## config.mk

```make
export PLATFORM = sky130hd
export DESIGN_NAME = operand_scanner
export DESIGN_NICKNAME = d
export VERILOG_FILES = /design/src/rtl/assembler_pkg.sv /design/src/rtl/operand_scanner_char_fetch.sv /design/src/rtl/operand_scanner.sv
export SDC_FILE = /design/constraint.sdc
export NUM_CORES = 1
export LEC_CHECK = 0
export ABC_AREA = 1
export BUFFER_PORTS_ARGS = -buffer_cell sky130_fd_sc_hd__buf_2
export CAP_MARGIN = 5
export CORE_UTILIZATION = 30
export CTS_CLUSTER_DIAMETER = 40
export DETAILED_ROUTE_END_ITERATION = 16
export GPL_TIMING_DRIVEN = 0
export SLEW_MARGIN = 5
export SYNTH_ARGS = -nofsm -noshare
export SYNTH_HDL_FRONTEND = slang
export SYNTH_SLANG_ARGS = --single-unit
```

## constraint.sdc

```tcl
create_clock -name clk_in -period 2.2 [get_ports clk_in]
set_input_delay 0.44 -clock clk_in [delete_from_list [all_inputs] [get_ports clk_in]]
set_output_delay 0.44 -clock clk_in [all_outputs]
set_load 0.02 [all_outputs]
```

## src/rtl/assembler_pkg.sv

```systemverilog
// Shared ASCII constants, scanner state encoding and character-class helpers.
package assembler_pkg;

  localparam logic [7:0] SPACE = 8'h20;
  localparam logic [7:0] TAB   = 8'h09;
  localparam logic [7:0] LF    = 8'h0A;
  localparam logic [7:0] COMMA = 8'h2C;
  localparam logic [7:0] TICK  = 8'h27;
  localparam logic [7:0] NUL   = 8'h00;

  localparam int unsigned MAX_REG = 31;

  typedef enum logic [2:0] {
    StIdle,
    StSkip,
    StReg,
    StImm,
    StDone,
    StErr
  } scan_state_t;

  function automatic logic is_blank(input logic [7:0] c);
    return (c == SPACE) || (c == TAB);
  endfunction

  function automatic logic is_dec(input logic [7:0] c);
    return (c >= 8'h30) && (c <= 8'h39);
  endfunction

  function automatic logic is_hex(input logic [7:0] c);
    return is_dec(c) || ((c >= 8'h61) && (c <= 8'h66)) || ((c >= 8'h41) && (c <= 8'h46));
  endfunction

  // Characters that may legally end a register operand.
  function automatic logic is_reg_term(input logic [7:0] c);
    return (c == COMMA) || (c == SPACE) || (c == LF) || (c == NUL);
  endfunction

endpackage

```

## src/rtl/operand_scanner_char_fetch.sv

```systemverilog
// Line-buffer reader: address counter plus a valid/address pipe that tags
// BRAM data returning READ_LATENCY cycles after each issued address.
module operand_scanner_char_fetch #(
  parameter int unsigned ADDR_WIDTH   = 12,
  parameter int unsigned READ_LATENCY = 2
) (
  input  logic                  clk_in,
  input  logic                  rst_in,
  input  logic                  load_in,
  input  logic [ADDR_WIDTH-1:0] load_addr_in,
  input  logic                  advance_in,
  input  logic                  flush_in,
  output logic [ADDR_WIDTH-1:0] rd_addr_out,
  input  logic [7:0]            rd_data_in,
  output logic [7:0]            char_out,
  output logic [ADDR_WIDTH-1:0] char_addr_out,
  output logic                  char_valid_out
);

  logic [ADDR_WIDTH-1:0]   addr_q;
  logic [READ_LATENCY-1:0] valid_q;
  logic [ADDR_WIDTH-1:0]   addr_pipe_q [READ_LATENCY];

  // Address counter and read-tag pipeline; flush drops every in-flight read.
  always_ff @(posedge clk_in) begin
    if (!rst_in) begin
      addr_q  <= '0;
      valid_q <= '0;
      for (int i = 0; i < READ_LATENCY; i++) addr_pipe_q[i] <= '0;
    end else begin
      if (load_in) begin
        addr_q <= load_addr_in;
      end else if (advance_in) begin
        addr_q <= addr_q + ADDR_WIDTH'(1);
      end
      valid_q[0]     <= advance_in && !flush_in;
      addr_pipe_q[0] <= addr_q;
      for (int i = 1; i < READ_LATENCY; i++) begin
        valid_q[i]     <= valid_q[i-1] && !flush_in;
        addr_pipe_q[i] <= addr_pipe_q[i-1];
      end
    end
  end

  assign rd_addr_out    = addr_q;
  assign char_out       = rd_data_in;
  assign char_addr_out  = addr_pipe_q[READ_LATENCY-1];
  assign char_valid_out = valid_q[READ_LATENCY-1];

endmodule

```

## src/rtl/operand_scanner.sv

```systemverilog
// Operand scanner: skips blanks, parses "xN" registers locally and streams hex
// immediates into the immediate interpreter, then reports value and next address.
module operand_scanner
  import assembler_pkg::*;
#(
  parameter int unsigned ADDR_WIDTH    = 12,
  parameter int unsigned READ_LATENCY  = 2,
  parameter int unsigned MAX_SKIP      = 8,
  parameter int unsigned MAX_IMM_CHARS = 10
) (
  input  logic                  clk_in,
  input  logic                  rst_in,
  input  logic                  start_in,
  input  logic [ADDR_WIDTH-1:0] start_addr_in,
  output logic [ADDR_WIDTH-1:0] rd_addr_out,
  input  logic [7:0]            rd_data_in,
  output logic                  imm_trigger_out,
  output logic [7:0]            imm_ascii_out,
  input  logic                  imm_done_in,
  input  logic                  imm_error_in,
  input  logic [31:0]           imm_value_in,
  output logic                  busy_out,
  output logic                  operand_valid_out,
  output logic                  operand_is_reg_out,
  output logic [31:0]           operand_value_out,
  output logic [ADDR_WIDTH-1:0] next_addr_out,
  output logic                  error_out
);

  localparam int unsigned SkipW = $clog2(MAX_SKIP + 1);
  localparam int unsigned ImmW  = $clog2(MAX_IMM_CHARS + 1);

  scan_state_t           state_q, state_d;
  logic [SkipW-1:0]      skip_cnt_q, skip_cnt_d;
  logic [ImmW-1:0]       imm_cnt_q, imm_cnt_d;
  logic [6:0]            val_q, val_d;
  logic [1:0]            digits_q, digits_d;
  logic                  tick_seen_q, tick_seen_d;
  logic [ADDR_WIDTH-1:0] imm_next_q, imm_next_d;
  logic                  is_reg_q, is_reg_d;
  logic [31:0]           value_q, value_d;
  logic [ADDR_WIDTH-1:0] next_addr_q, next_addr_d;

  logic                  load, advance, flush;
  logic [7:0]            ch;
  logic [ADDR_WIDTH-1:0] ch_addr;
  logic                  ch_valid;

  operand_scanner_char_fetch #(
    .ADDR_WIDTH  (ADDR_WIDTH),
    .READ_LATENCY(READ_LATENCY)
  ) u_char_fetch (
    .clk_in        (clk_in),
    .rst_in        (rst_in),
    .load_in       (load),
    .load_addr_in  (start_addr_in),
    .advance_in    (advance),
    .flush_in      (flush),
    .rd_addr_out   (rd_addr_out),
    .rd_data_in    (rd_data_in),
    .char_out      (ch),
    .char_addr_out (ch_addr),
    .char_valid_out(ch_valid)
  );

  // State and per-scan registers; result fields hold until the next completed scan.
  always_ff @(posedge clk_in) begin
    if (!rst_in) begin
      state_q     <= StIdle;
      skip_cnt_q  <= '0;
      imm_cnt_q   <= '0;
      val_q       <= '0;
      digits_q    <= '0;
      tick_seen_q <= 1'b0;
      imm_next_q  <= '0;
      is_reg_q    <= 1'b0;
      value_q     <= '0;
      next_addr_q <= '0;
    end else begin
      state_q     <= state_d;
      skip_cnt_q  <= skip_cnt_d;
      imm_cnt_q   <= imm_cnt_d;
      val_q       <= val_d;
      digits_q    <= digits_d;
      tick_seen_q <= tick_seen_d;
      imm_next_q  <= imm_next_d;
      is_reg_q    <= is_reg_d;
      value_q     <= value_d;
      next_addr_q <= next_addr_d;
    end
  end

  // Next-state logic, character classification and interpreter feed.
  always_comb begin
    state_d         = state_q;
    skip_cnt_d      = skip_cnt_q;
    imm_cnt_d       = imm_cnt_q;
    val_d           = val_q;
    digits_d        = digits_q;
    tick_seen_d     = tick_seen_q;
    imm_next_d      = imm_next_q;
    is_reg_d        = is_reg_q;
    value_d         = value_q;
    next_addr_d     = next_addr_q;
    load            = 1'b0;
    imm_trigger_out = 1'b0;
    imm_ascii_out   = NUL;
    advance         = (state_q == StSkip) || (state_q == StReg) || (state_q == StImm);

    unique case (state_q)
      StIdle: begin
        if (start_in) begin
          load        = 1'b1;
          state_d     = StSkip;
          skip_cnt_d  = '0;
          imm_cnt_d   = '0;
          val_d       = '0;
          digits_d    = '0;
          tick_seen_d = 1'b0;
          imm_next_d  = '0;
        end
      end
      StSkip: begin
        if (ch_valid) begin
          if (is_blank(ch)) begin
            if (skip_cnt_q == SkipW'(MAX_SKIP)) state_d = StErr;
            else skip_cnt_d = skip_cnt_q + 1'b1;
          end else if ((ch == 8'h78) || (ch == 8'h58)) begin
            state_d = StReg;
          end else if (is_hex(ch)) begin
            imm_trigger_out = 1'b1;
            imm_ascii_out   = ch;
            state_d         = StImm;
          end else begin
            state_d = StErr;
          end
        end
      end
      StReg: begin
        if (ch_valid) begin
          if (is_dec(ch)) begin
            if (digits_q == 2'd2) begin
              state_d = StErr;
            end else begin
              // Low nibble of an ASCII decimal digit is its value.
              val_d    = val_q * 7'd10 + 7'(ch[3:0]);
              digits_d = digits_q + 2'd1;
            end
          end else if (is_reg_term(ch) && (digits_q != 2'd0) && (32'(val_q) <= MAX_REG)) begin
            state_d     = StDone;
            is_reg_d    = 1'b1;
            value_d     = 32'(val_q);
            next_addr_d = ch_addr;
          end else begin
            state_d = StErr;
          end
        end
      end
      StImm: begin
        // Forward up to and including the closing tick, then go quiet.
        if (ch_valid && !tick_seen_q) begin
          imm_ascii_out = ch;
          if (ch == TICK) begin
            tick_seen_d = 1'b1;
            imm_next_d  = ch_addr + ADDR_WIDTH'(1);
          end
        end
        if (imm_error_in) begin
          state_d = StErr;
        end else if (imm_done_in) begin
          state_d     = StDone;
          is_reg_d    = 1'b0;
          value_d     = imm_value_in;
          next_addr_d = imm_next_d;
        end else if (ch_valid) begin
          if (imm_cnt_q == ImmW'(MAX_IMM_CHARS)) state_d = StErr;
          else imm_cnt_d = imm_cnt_q + 1'b1;
        end
      end
      StDone:  state_d = StIdle;
      StErr:   state_d = StIdle;
      default: state_d = StIdle;
    endcase

    flush = (state_d == StDone) || (state_d == StErr);
  end

  assign busy_out           = (state_q != StIdle);
  assign operand_valid_out  = (state_q == StDone);
  assign error_out          = (state_q == StErr);
  assign operand_is_reg_out = is_reg_q;
  assign operand_value_out  = value_q;
  assign next_addr_out      = next_addr_q;

endmodule

```

## Word-level counts from Yosys, hierarchy flattened

Memories as Yosys holds them, arrays and structs flattened.
Cells that the tools add are included.

| word-level totals | value |
|---|---|
| input port bits | 57 |
| memories kept | 1 |
| word-level logic and storage cells | 177 |
| memory bits (writable) | 24 |
| output and inout bits | 69 |
| bits in registers | 92 |

Memory list:

| memory | words | width | rd ports | clocked after memory_dff | write ports | RTL line | text |
|---|---|---|---|---|---|---|---|
| u_char_fetch.addr_pipe_q | 2 | 12 | 2 | 0 | 2 | operand_scanner_char_fetch.sv:22 | `logic [ADDR_WIDTH-1:0] addr_pipe_q [READ_LATENCY];` |

| cells by class | value |
|---|---|
| equality and inequality tests | 33 |
| bitwise operators | 2 |
| reduce and logical (&&, ||, !) cells | 35 |
| multiplexer cells | 80 |
| multipliers | 1 |
| order comparisons | 7 |
| $add $sub $neg | 6 |

Operator list:

| cell | count |
|---|---|
| 32-bit two-way mux | 5 |
| 12-bit two-way mux | 12 |
| 32-bit case mux with 2 select lines | 1 |
| 12-bit case mux with 2 select lines | 2 |
| 8-bit two-way mux | 5 |
| 3-bit two-way mux | 13 |
| 4-bit two-way mux | 8 |
| 7-bit two-way mux | 4 |
| 12-bit by 1-bit adder with 12-bit output (second input constant) | 2 |
| 8-bit by 6-bit equality test with 1-bit output (second input constant) | 3 |
| 1-bit two-way mux | 18 |
| 8-bit by 4-bit equality test with 1-bit output (second input constant) | 2 |
| 8-bit by 7-bit equality test with 1-bit output (second input constant) | 2 |
| 8-bit by 7-bit >= comparator with 1-bit output (second input constant) | 2 |
| 8-bit by 7-bit less-or-equal comparator with 1-bit output (second input constant) | 2 |
| 2-bit by 1-bit inequality test with 1-bit output (second input constant) | 8 |
| 2-bit inequality test (second input constant) | 8 |
| 4-bit case mux with 2 select lines | 2 |
| 8-bit case mux with 2 select lines | 1 |
| 7-bit case mux with 2 select lines | 1 |
| 3-bit equality test (second input constant) | 4 |
| 3-bit case mux with 4 select lines | 1 |
| 6-bit AND reduction | 2 |
| 2-bit nonzero test | 6 |
| other kinds (24) | 50 |

## Depth between registers and ports, before layout

Gate-level depths: netlist (run 1).

| depth | value |
|---|---|
| depth after elaboration | 14 |
| mapped depth | 12 |
| depth with buffers taken out | 11 |

## Cells and area by module

A second synthesis (run 1) with hierarchy kept.

| second synthesis, totals | value |
|---|---|
| cells, all modules | 921 |
| area total of the unflattened synthesis | 6,023.3 um^2 |

Modules (own cells, without submodules):

| module | cells an instance | sequential area each (um^2) | area each (um^2) | times used |
|---|---|---|---|---|
| operand_scanner | 715 | 1,561.5 | 4,419.2 | 1 |
| operand_scanner_char_fetch | 206 | 760.7 | 1,604.0 | 1 |

## Worst setup path before layout (run 1)

OpenSTA, ideal clock, no wires.

| path | value |
|---|---|
| path type | register to output |
| from | register state_q[0] |
| to | output imm_ascii_out[2] |
| buffers on the path | 0 |
| data arrival time | 1.667 ns |
| cell stages (with the launch flop) | 7 |
| path slack | 0.093 ns |
| data required time | 1.760 ns |
| cells stage by stage | dfxtp_1 -> inv_2 -> nor2_1 -> inv_1 -> nor2_1 -> nand4_1 -> a21boi_0 |

| between the ends | value |
|---|---|
| word-level cells in the longest chain between the ends | 2 |
| elaborated cells between the ends (all ways) | 3 |
| those cells by class | eq/ne (2); mux (1) |

RTL lines:

| item | RTL line | text |
|---|---|---|
| start, declared | operand_scanner.sv:33 | `scan_state_t state_q, state_d;` |
| start signal, assigned | operand_scanner.sv:69 | `state_q <= StIdle;` |
| start signal, assigned | operand_scanner.sv:80 | `state_q <= state_d;` |
| 3-bit by 2-bit equality test with 1-bit output / 3-bit by 1-bit equality test with 1-bit output (equally long branches) | operand_scanner.sv:110 | `unique case (state_q)` |
| 8-bit case mux with 2 select lines * | operand_scanner.sv:110 |  |
| end, declared | operand_scanner.sv:18 | `output logic [7:0] imm_ascii_out,` |

Every way passes the cells marked *; elsewhere a longest branch is shown, timed or not.

## Final worst setup path (run 1)

| path | value |
|---|---|
| from | input rd_data_in[2] |
| to | output imm_ascii_out[5] |

| between the ends | value |
|---|---|
| word-level cells in the longest chain between the ends | 9 |
| elaborated cells between the ends (all ways) | 22 |
| those cells by class | order compare (6); eq/ne (4); mux (5); reduce/logical (7) |

RTL lines:

| item | RTL line | text |
|---|---|---|
| start, declared | operand_scanner.sv:16 | `input logic [7:0] rd_data_in,` |
| 8-bit by 6-bit >= comparator with 1-bit output, or another cell as far along | assembler_pkg.sv:27 | `return (c >= 8'h30) && (c <= 8'h39);` |
| 1-bit logical AND, on equally long branches | assembler_pkg.sv:27, assembler_pkg.sv:31 |  |
| 1-bit logical OR (2 in a row) | assembler_pkg.sv:31 | `return is_dec(c) \|\| ((c >= 8'h61) && (c <= 8'h66)) \|\| ((c >= 8'h41) && (c <= 8'h46));` |
| 8-bit two-way mux | operand_scanner.sv:130 | `end else if (is_hex(ch)) begin` |
| 8-bit two-way mux | operand_scanner.sv:128 | `end else if ((ch == 8'h78) \|\| (ch == 8'h58)) begin` |
| 8-bit two-way mux * | operand_scanner.sv:125 | `if (is_blank(ch)) begin` |
| 8-bit two-way mux * | operand_scanner.sv:124 | `if (ch_valid) begin` |
| 8-bit case mux with 2 select lines * | operand_scanner.sv:110 |  |

Marked as above.

==> results.toml, run 1 <==
[global_routing]
grt-ovfl-total = 0
grt_util_all_layers = 0.167
grt_pass1_wl_um = 26500
grt_pass1_vias = 5391
antenna_found_initial = 0
grt_max_degree = 17

[pwr]
p_sw_mw = 1.34
p_total_mw = 5.73
clkPwrFrac = 0.525
power.static_leakage_nw = 3.59
ir_worst_vdd_v = 0.000534
internal-power_mw = 4.40
power_density_nw_per_um2 = 754
combPwrFrac = 0.086
swShare = 0.233
power_frac_seq = 0.389

[layout]
antenna_cells = 0
area_delta_synth_final_pct = 29.2
fin_nets = 1117
drive_gt1_frac = 0.197
fin_util = 0.401

[drt]
wire_per_inst_um = 12.2
dr.pass1.iters = 4
vias = 5803
vias_per_cell = 4.41
drc = 0
drtIter0Drc = 294
wl_um = 16100
final_antenna_net_count = 0

[synth]
netlist_instances = 894
ys_seq_area_frac = 0.395
synth_fp_nets = 968
avgSynthCellArea_sq_um = 6.58
synth_flop_cell = "dfxtp_1"
synth_async_sr_flop_share = 0
netlist_area_sq_um = 5880
synth_cell_type_count = 34
synth_enable_flop_cells = 0
ys_ff_latch = 116
ys_warn_count = 0

[sta]
worst-slew-pin-transition_ps = 660
fin_crit_sh = 0.952
drv_slew = 0
final-setup-viol-count = 0
period_minus_slack_ps = 2090
slew_headroom = 0.560
fmax_mhz = 478
grt_setup_unrepaired = "yes"
final.setup_skew_ps = 9.35
setup_slack_ps = 106
final-hold-violation-count = 0
whs_ps = 291

[clocking]
cts_root_buffer = "clkbuf_16"
cts_buffer_depth = 2
cts_sinks = 116
clkTransAtPathRegs_ps = 50
htree_num_levels = 4
cts_tree = "yes"
cts_made_buffers = 17
ctsHoldBuffers = 0
clk_latency_ps = 410

[critical_path]
crit_type = "in2out"
r2r-start = "val_q[1]"
required_ps = 1760
r2r_slack_ps = 210
reg2reg_depth = 9
crit_path_end_kind = "output port"
cp-start-kind = "input port"
path_max_fanout = 9
cp_data_arrival_time_ps = 1650
r2r_end = "val_q[6]"

[place]
dp_slack_ps = -174
gp_congestion = 0.855
dp_hpwl_um = 12000
io_buffers = 125

[floorplanning]
chipHeight_um = 142
core_sq_um = 19000
io_pins = 126
start_util = 0.310
die_w_um = 142
die_area_sq_um = 20200
placementRows = 50

[worst_hold_path]
hold_depth = 3
hp-class = "in2reg"
worstHoldStart = "start_addr_in[9]"
worstHoldEndpoint = "u_char_fetch.rd_addr_out[9]"

[status]
status = "finished clean"

[job]
max_cap_violations = 0
==> through the flow <==
stage | std cells | setup TNS (ps) | area (sq um)
finish | 1316 | 0 | 7600
global route | 1316 | 0 | 7600
CTS | 1314 | -12.4 | 7540
detailed placement | 1279 | -1090 | 6830
global placement | 1279 | -1090 | 6830
floorplan | 894 | 0 | 5880
==> area by class of cell <==
type	count	area (sq um)
plain buffers	34	193
clock buffers	21	460
clock inverters	11	180
fillers	2071	11400
inverters	96	363
multi-input cells	648	3060
flip-flops and latches	116	2330
well taps	260	325
repair buffers	130	687
==> state kept, by name, indices dropped and copies added, names as in the netlist, 2 cells and up <==
signal / cells
u_char_fetch.addr_pipe_q: 24
imm_next_q: 12
u_char_fetch.rd_addr_out: 12
state_q: 3
digits_q: 2
u_char_fetch.valid_q: 2
val_q: 7
imm_cnt_q: 4
skip_cnt_q: 4
operand_value_out: 32
next_addr_out: 12
==> routing by layer <==
metal  global-route usage  wire [um]  up-vias
met5                    0          0        -
met4               0.0436        131        0
met3               0.0427        950       12
met2                0.262       6920      122
met1                0.227       8050     2569
li1                     -          -     3100
==> critical path: stages <==
cell	delay (ps)
buf_2	200
nand2_2	120
o21ai_0	150
nand3_1	100
nand2_1	80
nand4_1	110
buf_6	160
a21oi_1	130
buf_4	160
==> power by group through the flow <==
stage / combinational, mW / sequential, mW / clock, mW
final: 0.494 / 2.23 / 3.01
after global routing: 0.560 / 2.24 / 3.18
after CTS: 0.493 / 2.23 / 3.06
after detailed placement: 0.484 / 2.27 / 0
after global placement: 0.482 / 2.27 / 0
after floorplan: 0.283 / 2.28 / 0
==> synth_stat cells (all sizes together), types with 2 or more instances <==
library cell / count / share of area
clkbuf: 12 / 0.0077
xor2: 15 / 0.022
nor3: 8 / 0.0068
buf: 22 / 0.023
nor2: 128 / 0.087
dfxtp: 116 / 0.39
nand4: 8 / 0.0085
nand3: 40 / 0.035
xnor2: 4 / 0.0060
o21ai: 32 / 0.027
or2: 3 / 0.0032
a21oi: 63 / 0.056
ha: 15 / 0.032
o211ai: 8 / 0.010
o22ai: 4 / 0.0043
nand2: 311 / 0.20
fa: 2 / 0.0068
inv: 96 / 0.061
==> cells in the final DEF, fill, tap and decap left out, types with 3 or more instances in the layout <==
cell       instances
nand4_1            8
o211ai_1           8
dfxtp_1          113
or2_2              3
buf_6              3
o21ai_0           32
buf_4             20
buf_2            124
xnor2_1            4
nand2_1          307
inv_2              7
clkinv_2           6
nor2_4             7
nor3_1             8
nor2_1           120
clkbuf_1          13
buf_1              5
clkbuf_16         17
bufinv_16          5
nand3_1           39
inv_1             88
a21oi_1           60
xor2_1            15
ha_1              15
o22ai_1            4
==> cells by family (layout without fill, tap and decap cells) <==
| kind of cell | Yosys count | count (layout) | synth area share |
|---|---|---|---|
| flops | 116 | 116 | 0.395 |
| xor+xnor | 19 | 19 | 0.0283 |
| simple gates | 500 | 500 | 0.342 |
| buf+inv | 130 | 292 | 0.0921 |
| compound gates | 112 | 112 | 0.104 |
| fa+ha+maj | 17 | 17 | 0.0387 |
==> worst max-delay path by stage <==
stage | from | end | depth (start not counted)
5_1_grt | rd_data_in[2] | imm_ascii_out[3] | 9
6_report | rd_data_in[2] | imm_ascii_out[5] | 9
3_5_place_dp | state_q[1] | imm_ascii_out[2] | 6
4_1_cts | state_q[2] | imm_ascii_out[6] | 7
2_1_floorplan | state_q[0] | imm_ascii_out[2] | 6
3_3_place_gp | state_q[1] | imm_ascii_out[2] | 6
==> repair_timing <==
item                       in CTS  in global routing
setup buffers                   3                  2
gates resized for setup        17                 17
setup endpoints to repair       9                 10
hold endpoints to repair        0                  0
pin swaps                       3                  0
cloned                          0                  0
Note: power is estimated with default switching activity, not from simulation.
==> inputs of run 2 (changes only) <==
--- a/config.mk
+++ b/config.mk
@@ -8,10 +8,11 @@
 export ABC_AREA = 1
 export BUFFER_PORTS_ARGS = -buffer_cell sky130_fd_sc_hd__buf_2
 export CAP_MARGIN = 5
-export CORE_UTILIZATION = 30
+export CORE_UTILIZATION = 55
 export CTS_CLUSTER_DIAMETER = 40
 export DETAILED_ROUTE_END_ITERATION = 16
 export GPL_TIMING_DRIVEN = 0
+export PLACE_DENSITY = 0.8
 export SLEW_MARGIN = 5
 export SYNTH_ARGS = -nofsm -noshare
 export SYNTH_HDL_FRONTEND = slang
==> results.toml, run 2 (synthesis results as in run 1) <==
[status]
status = "finished with violations"
failed_checks = "negative setup slack"

[sta]
worst-slew-pin-transition_ps = 623
drv_slew = 0
final.setup_skew_ps = 10.8
fin_crit_sh = 1.03
slew_headroom = 0.585
final-hold-violation-count = 0
grt_setup_unrepaired = "yes"
period_minus_slack_ps = 2260
final-setup-viol-count = 8
fmax_mhz = 442
setup_slack_ps = -61.2

[clocking]
cts_buffer_depth = 2
cts_made_buffers = 17
htree_num_levels = 4
ctsHoldBuffers = 0
cts_root_buffer = "clkbuf_8"
cts_sinks = 116
cts_tree = "yes"
clkTransAtPathRegs_ps = 60
clk_latency_ps = 530

[layout]
area_delta_synth_final_pct = 28.0
layout_common_cells = "307 x nand2_1, 124 x buf_2, 120 x nor2_1"
fin_nets = 1125
antenna_cells = 0
final_common_cell = "nand2_1"
largest_reg_flops = 32
drive_gt1_frac = 0.206
fillerInstances = 859

[critical_path]
cp-start-kind = "flop"
r2r_slack_ps = 160
r2r_end = "val_q[6]"
cp_data_arrival_time_ps = 1820
required_ps = 1760
path_max_fanout = 5
r2r-start = "val_q[1]"
crit_path_end_kind = "output port"
crit_type = "reg2out"
reg2reg_depth = 8

[pwr]
combPwrFrac = 0.091
clkPwrFrac = 0.516
ir_worst_vdd_v = 0.000519
internal-power_mw = 4.31
power_frac_seq = 0.392
p_sw_mw = 1.36
power.static_leakage_nw = 3.62
power_density_nw_per_um2 = 753
swShare = 0.240
p_total_mw = 5.67

[worst_hold_path]
hold_depth = 3
worstHoldStart = "start_addr_in[11]"
hp-class = "in2reg"
worstHoldEndpoint = "u_char_fetch.rd_addr_out[11]"

[drt]
drc = 0
wl_um = 15100
wire_per_inst_um = 12.6
vias_per_cell = 5.09
drtIter0Drc = 582
dr.pass1.iters = 5
final_antenna_net_count = 0
vias = 6102

[global_routing]
grt_max_degree = 17
grt-ovfl-total = 0
antenna_found_initial = 0
grt_pass1_wl_um = 25200
grt_util_all_layers = 0.284
grt_pass1_vias = 5479

[place]
dp_hpwl_um = 10500
dp_slack_ps = -96.5
gp_congestion = 0.935
io_buffers = 125

[floorplanning]
die_w_um = 105
start_util = 0.570
placementRows = 37
io_pins = 126
chipHeight_um = 105
core_sq_um = 10300
die_area_sq_um = 11100

[job]
max_cap_violations = 0
## run 2: cell count changes in the layout (fill, tap and decap cells not counted), sizes merged
cell and delta:
buf +7, clkinv -1, clkbuf -1, inv +1, clkinvlp +2
## run 2: worst max path at each step
| stage | start | to | slack [ps] | cells past startpoint |
|---|---|---|---|---|
| 6_report | state_q[0] | imm_ascii_out[2] | -60 | 8 |
| 5_1_grt | rd_data_in[2] | imm_ascii_out[5] | -170 | 11 |
| 4_1_cts | state_q[0] | imm_ascii_out[5] | -10 | 8 |
| 3_5_place_dp | state_q[1] | imm_ascii_out[2] | -100 | 6 |
| 3_3_place_gp | state_q[1] | imm_ascii_out[2] | -90 | 6 |
| 2_1_floorplan | state_q[0] | imm_ascii_out[2] | 90 | 6 |
## run 2: critical path: stages, from the launching register on
cell	delay, ps
dfxtp_4	370
inv_6	40
nor2_4	90
inv_2	60
nor2_4	100
nand4_1	160
buf_6	190
a21boi_1	120
buf_4	160
## run 2: what timing repair did
item                                    4_1_cts  5_1_grt
endpoints found under the setup margin        9        9
pin swaps                                     4        1
gates resized for setup                      34        6
gates cloned                                  1        0
setup buffers                                10        2
## run 2: cell type report
cell class | instances | area (sq um) | area share
clock inverters | 13 | 206 | 0.0274
well taps | 136 | 170 | 0.0226
plain buffers | 34 | 191 | 0.0254
flip-flops and latches | 116 | 2330 | 0.310
clock buffers | 19 | 422 | 0.0560
inverters | 96 | 365 | 0.0485
multi-input cells | 648 | 3080 | 0.409
repair buffers | 138 | 763 | 0.101
## run 2: layer usage
layer	vias to the layer above	wire, um	track usage
met2	226	7160	0.486
met5	-	0	0
met3	28	984	0.0606
met1	2734	6740	0.351
met4	0	255	0.0976
li1	3114	-	-
## run 2: power groups by stage
stage          Combinational, mW  Clock (mW)  Sequential (mW)
2_1_floorplan              0.283           0             2.28
3_3_place_gp               0.468           0             2.27
3_5_place_dp               0.474           0             2.27
4_1_cts                    0.506        2.95             2.22
5_1_grt                    0.575        3.06             2.23
6_report                   0.518        2.93             2.22
## run 2: per-stage QoR
stage | TNS [ps] | instance area, sq um | util | hold WS (ps) | instances
after floorplan | 0 | 5880 | - | 390 | 894
after global placement | -571 | 6680 | 0.647 | 395 | 1155
after detailed placement | -541 | 6680 | 0.647 | 395 | 1155
after CTS | -45.0 | 7490 | 0.725 | 167 | 1198
after global routing | -1330 | 7530 | 0.729 | 184 | 1200
final | -421 | 7530 | 0.729 | 175 | 1200
==> inputs of run 3 (changes only) <==
--- a/config.mk
+++ b/config.mk
@@ -13,6 +13,7 @@
 export DETAILED_ROUTE_END_ITERATION = 16
 export GPL_TIMING_DRIVEN = 0
 export PLACE_DENSITY = 0.8
+export RECOVER_POWER = 100
 export SLEW_MARGIN = 5
 export SYNTH_ARGS = -nofsm -noshare
 export SYNTH_HDL_FRONTEND = slang
==> results.toml, run 3 (synthesis results as in run 1) <==
[sta]
final.setup_skew_ps = 11.3
fmax_mhz = 442
drv_slew = 0
grt_setup_unrepaired = "yes"
worst-slew-pin-transition_ps = 626
final-setup-viol-count = 8
setup_slack_ps = -62.1
whs_ps = 177
setup_tns_ps = -415
fin_crit_sh = 1.03
slew_headroom = 0.583
final-hold-violation-count = 0
period_minus_slack_ps = 2260

[status]
failed_checks = "negative setup slack"
status = "finished with violations"

[clocking]
cts_made_buffers = 17
clkTransAtPathRegs_ps = 60
clk_latency_ps = 520
cts_sinks = 116
cts_buffer_depth = 2
htree_num_levels = 4
cts_root_buffer = "clkbuf_8"
cts_tree = "yes"

[global_routing]
grtUsageMet3 = 0.0606
grt_max_degree = 17
antenna_found_initial = 0
grt_pass1_wl_um = 25200
grt_use_met2 = 0.486
met1_usage = 0.351
grt-ovfl-total = 0
grt_pass1_vias = 5479
grt_util_all_layers = 0.284
busiest_layer = "met2"

[critical_path]
cp-start-kind = "flop"
crit_type = "reg2out"
cp_data_arrival_time_ps = 1820
crit_path_end_kind = "output port"
path_max_fanout = 4
required_ps = 1760

[drt]
final_antenna_net_count = 0
wire_per_inst_um = 12.6
wl_um = 15100
vias = 6149
dr.pass1.iters = 6
vias_per_cell = 5.12
drtIter0Drc = 532
drc = 0

[pwr]
power.static_leakage_nw = 3.37
power_density_nw_per_um2 = 759
internal-power_mw = 4.30
swShare = 0.239
ir_worst_vdd_v = 0.000514
p_sw_mw = 1.35
power_frac_seq = 0.393
combPwrFrac = 0.090
clkPwrFrac = 0.517

[floorplanning]
io_pins = 126
die_area_sq_um = 11100
chipHeight_um = 105
placementRows = 37
die_w_um = 105
core_sq_um = 10300
start_util = 0.570

[layout]
drive_gt1_frac = 0.148
fin_area_sq_um = 7440
final_common_cell = "nand2_1"
fin_nets = 1125
area_delta_synth_final_pct = 26.6
antenna_cells = 0
largest_reg_flops = 32
layout_common_cells = "307 x nand2_1, 121 x nor2_1, 113 x dfxtp_1"
fillerInstances = 875

[job]
max_cap_violations = 0

[place]
gp_congestion = 0.935
io_buffers = 125
dp_hpwl_um = 10500
placed_cell_area_sq_um = 6680

[worst_hold_path]
hp-class = "in2reg"
run 3: changes by cell type in the layout (fill, tap and decap cells not counted), sizes merged:
cell,delta
buf,-61
clkbuf,+61
run 3: path summary, 6_finish.rpt:
path | startpoint | end | slack, ps | cells past startpoint
worst min register to register | u_char_fetch.addr_pipe_q[0][7] | u_char_fetch.addr_pipe_q[0][19] | 410 | 2
worst max register to register | state_q[1] | skip_cnt_q[0] | 130 | 11
worst max-delay path | state_q[0] | imm_ascii_out[7] | -60 | 8
worst min-delay path | start_addr_in[11] | u_char_fetch.rd_addr_out[11] | 180 | 3
run 3: cell type report:
type | instances | area, sq um | area share
Buffer | 34 | 190 | 0.0255
Clock buffer | 19 | 422 | 0.0566
Clock inverter | 13 | 206 | 0.0277
Inverter | 96 | 365 | 0.0491
Multi-Input combinational cell | 648 | 3070 | 0.412
Sequential cell | 116 | 2330 | 0.313
Tap cell | 136 | 170 | 0.0229
Timing Repair Buffer | 138 | 691 | 0.0928
run 3: power by group through the flow:
stage / Clock (mW) / Combinational [mW] / Sequential (mW)
3_5_place_dp: 0 / 0.474 / 2.27
6_report: 2.92 / 0.507 / 2.22
2_1_floorplan: 0 / 0.283 / 2.28
4_1_cts: 2.95 / 0.506 / 2.22
5_1_grt: 3.06 / 0.565 / 2.23
3_3_place_gp: 0 / 0.468 / 2.27
run 3: worst max-delay path, stage by stage (launching register included):
cell and delay (ps):
dfxtp_4 370, inv_6 40, nor2_4 90, inv_2 60, nor2_4 100, nand4_1 160, buf_4 210, a21oi_2 120
buf_4 150
run 3: metal layers:
metal,vias up,wire length (um)
met5,-,0
met4,0,262
met3,27,889
met2,228,7200
met1,2786,6790
li1,3108,-
run 3: through the flow:
stage          setup WS, ps  instances  power (mW)  utilization
6_report              -62.1       1200        5.65        0.721
5_1_grt                -168       1200        5.86        0.721
4_1_cts               -10.9       1198        5.68        0.725
3_5_place_dp          -96.5       1155        2.74        0.647
3_3_place_gp          -94.7       1155        2.73        0.647
2_1_floorplan          93.1        894        2.57            -
run 3: repair_timing:
item                                    4_1_cts  5_1_grt
buffers inserted                             10        2
endpoints found under the setup margin        9        9
pin swaps                                     4        1
gates resized for setup                      34        6
hold buffers                                  0        0
cloned                                        1        0
